$ cat config.mk
export PLATFORM = sky130hd
export DESIGN_NAME = parity_core
export DESIGN_NICKNAME = d
export VERILOG_FILES = /design/src/rtl/uart_pkg.sv /design/src/rtl/parity_core.sv
export SDC_FILE = /design/constraint.sdc
export NUM_CORES = 1
export LEC_CHECK = 0
export ABC_AREA = 1
export BUFFER_PORTS_ARGS = -buffer_cell sky130_fd_sc_hd__buf_2
export CORE_AREA = 2 2 39 41
export DETAILED_ROUTE_END_ITERATION = 10
export DIE_AREA = 0 0 41 43
export PLACE_DENSITY = 0.47
export SLEW_MARGIN = 20
export SYNTH_ARGS = -nofsm -noshare
export SYNTH_HDL_FRONTEND = slang
export SYNTH_SLANG_ARGS = --single-unit
export TNS_END_PERCENT = 50
$ cat constraint.sdc
create_clock -name vclk -period 1.47
set_clock_uncertainty 0.2 [all_clocks]
set_input_delay 0.294 -clock vclk [all_inputs]
set_output_delay 0.294 -clock vclk [all_outputs]
set_load 0.02 [all_outputs]
$ cat src/rtl/uart_pkg.sv
// Shared UART types: parity mode encodings, parity FSM states and frame length limits.
package uart_pkg;

  localparam int unsigned LEN_W   = 4;
  localparam int unsigned LEN_MIN = 5;
  localparam int unsigned LEN_MAX = 9;

  typedef enum logic [1:0] {
    PM_EVEN  = 2'b00,
    PM_ODD   = 2'b01,
    PM_MARK  = 2'b10,
    PM_SPACE = 2'b11
  } par_mode_e;

  typedef enum logic {
    ST_IDLE  = 1'b0,
    ST_ARMED = 1'b1
  } par_state_e;

  // Clamp a requested data length into [LEN_MIN, max_len].
  function automatic logic [LEN_W-1:0] clamp_len(input logic [LEN_W-1:0] len,
                                                 input logic [LEN_W-1:0] max_len);
    if (len < LEN_W'(LEN_MIN)) return LEN_W'(LEN_MIN);
    if (len > max_len)         return max_len;
    return len;
  endfunction

endpackage

$ cat src/rtl/parity_core.sv
// Combinational parity over the low len bits of data, shaped by the parity mode.
module parity_core
  import uart_pkg::*;
#(
  parameter int unsigned DATA_WIDTH = 8
) (
  input  logic [DATA_WIDTH-1:0] data,
  input  logic [LEN_W-1:0]      len,
  input  par_mode_e             mode,
  output logic                  par
);

  logic xor_c;

  always_comb begin
    xor_c = 1'b0;
    for (int unsigned i = 0; i < DATA_WIDTH; i++) begin
      if (LEN_W'(i) < len) xor_c = xor_c ^ data[i];
    end
  end

  always_comb begin
    par = 1'b0;
    unique case (mode)
      PM_EVEN:  par = xor_c;
      PM_ODD:   par = ~xor_c;
      PM_MARK:  par = 1'b1;
      PM_SPACE: par = 1'b0;
      default:  par = 1'b0;
    endcase
  end

endmodule

==> flow_metrics.tcl <==
set metrics [dict create \
    outcome "complete, but fails checks" \
    failed_checks "negative setup slack" \
    drtAntennaViolNets 0 \
    area_growth_pct 75.21 \
    final.setup.tns_ns -0.3269 \
    grt_pass1_vias 319 \
    synth_xor_area_frac 0 \
    seqCellArea_um2 0 \
    dieHeight_um 43 \
    powerDensity_nw_per_um2 327.9 \
    wire_per_inst_um 7.275 \
    grt_overflow 0 \
    drv_slew 0 \
    grt_antenna_before_repair 0 \
    syn_inst 58 \
    dp.final_hpwl_um 579.8 \
    cp-start-kind "input pin" \
    vias 388 \
    postSynthAreaPerCell_um2 5.048 \
    ir_worst_vdd_v 0.0001183 \
    max_freq_mhz 556.5 \
    crit_fanout 4 \
    required_ns 0.98 \
    routed_wl_um 662 \
    min-delay-path-class "in2out" \
    yosysSeqAreaShare 0 \
    vias_per_cell 4.264 \
    fp.coreArea_um2 1384 \
    initial_core_util 0.2116 \
    place_congestion 0.6812 \
    hold_viol_final 0 \
    cpMostUsedCell "nand2_2" \
    ctsHoldBuffers 0 \
    grt_setup_unrepaired "true" \
    yosys-mux-area-fraction 0 \
    die_area_um2 1763 \
    finalPower_uw 168.2 \
    syn_nets 72 \
    yosysUniqueCellTypes 15 \
    seq_cell_count 0 \
    die_w_um 41 \
    clkbuf_count 0 \
    drt-initial-drc-count 0 \
    slew_headroom 0.9170 \
    synth_compound_area_frac 0.06838 \
    syn_area_um2 292.8 \
    route.detailed.drc 0 \
    synthAdderAreaFrac 0 \
    min_from "mode[1]" \
    worstSetupPathType "in2out" \
    ys_warn_count 0 \
    pre_cts_ws_ns -0.4494 \
    arrival_ns 1.30 \
    nets 91 \
    critical_path.startpoint "len[1]" \
    layout_setup_ws_ns -0.3269 \
    grt_max_degree 6 \
    pin_count 15 \
    track_usage 0.08591 \
    max_stage_delay_ns 0.13 \
    diodes 0 \
    drive_gt1_frac 0.6267 \
    finalSetupViolCount 1 \
    synth_top_family_by_area "simple AND/OR/NAND/NOR gates" \
    critPathSlowestCell "nor2_4" \
    yosys.area_share.simple 0.8034 \
    crit_path_end_kind "primary output" \
    firstDrtPassIters 1 \
    leakagePower_uw 0.0002818 \
    min_period_ns 1.797 \
    crit_chain "buf_8 -> nor2_4 -> nand2_2 -> nand2_2 -> inv_2 -> nand2_2 -> nand2_2 -> nand2_2 -> nand2_2 -> nand2_2 -> nand2_1 -> nand2_1 -> nand3_2 -> buf_6" \
    num_rows 14 \
    io_buffers 15 \
    worstMarginPinSlew_ns 0.1241 \
    max-cap-violations 0 \
    mostFrequentLayoutCells "15 x nand2_2, 14 x nand2_1, 10 x buf_2" \
    fin_crit_sh 1.222 \
    layout_commonest_cell "nand2_2" \
    grt_pass1_wl_um 1159 \
]
## cell type report
cell class	count	area (µm²)
multi-input combinational	48	312.8
fill	157	870.8
timing repair buffer	17	132.6
tap	16	20.02
inverter	10	47.55
## metrics by stage
stage | hold WS, ns | utilization | instances | cell area [µm²]
after floorplan | 0.5508 | - | 58 | 309.0
after global placement | 0.7537 | 0.3029 | 91 | 419.2
after detailed placement | 0.7521 | 0.3029 | 91 | 419.2
after CTS | 0.7208 | 0.3508 | 91 | 485.5
after global routing | 0.7364 | 0.3707 | 91 | 513.0
final | 0.7226 | 0.3707 | 91 | 513.0
## critical path, delay by kind of cell
kind / cells / cell delay, ns
buf+inv: 3 / 0.26
simple gates: 11 / 0.74
## power by group
part | switching [µW] | internal [µW] | leakage (µW)
clock network | 0 | 0 | 0
logic | 89.3 | 78.9 | 0.000282
registers | 0 | 0 | 0
## Yosys cell counts, types with 3 or more instances
cell type	n	share of area
nand2_1	22	0.28
inv_1	7	0.090
nand2_2	7	0.15
nand3_1	5	0.085
inv_2	3	0.038
nand3_2	3	0.10
nor2_1	3	0.038
## logic make-up after synthesis
kind of cell	Yosys count
AO/OA/AOI/OAI	3
buffers and inverters	10
AND/OR/NAND/NOR	45
## per-layer routing
layer | track usage | up-vias | wire length [µm] | share of wire
met5 | 0 | - | 0 | 0
met4 | 0 | 0 | 0 | 0
met3 | 0 | 0 | 39 | 0.059
met2 | 0.1469 | 10 | 309 | 0.47
met1 | 0.1234 | 163 | 312 | 0.47
li1 | - | 215 | - | -
## timing repair
| item | in CTS | in global routing |
|---|---|---|
| setup endpoints to repair | 1 | 1 |
| setup buffers | 0 | 0 |
| pin swaps | 10 | 6 |
| resized for setup | 19 | 9 |
## final timing paths
path	endpoint	cells after the start
min	par	4
max	par	14
No activity file was read; power rests on OpenSTA's default activity.
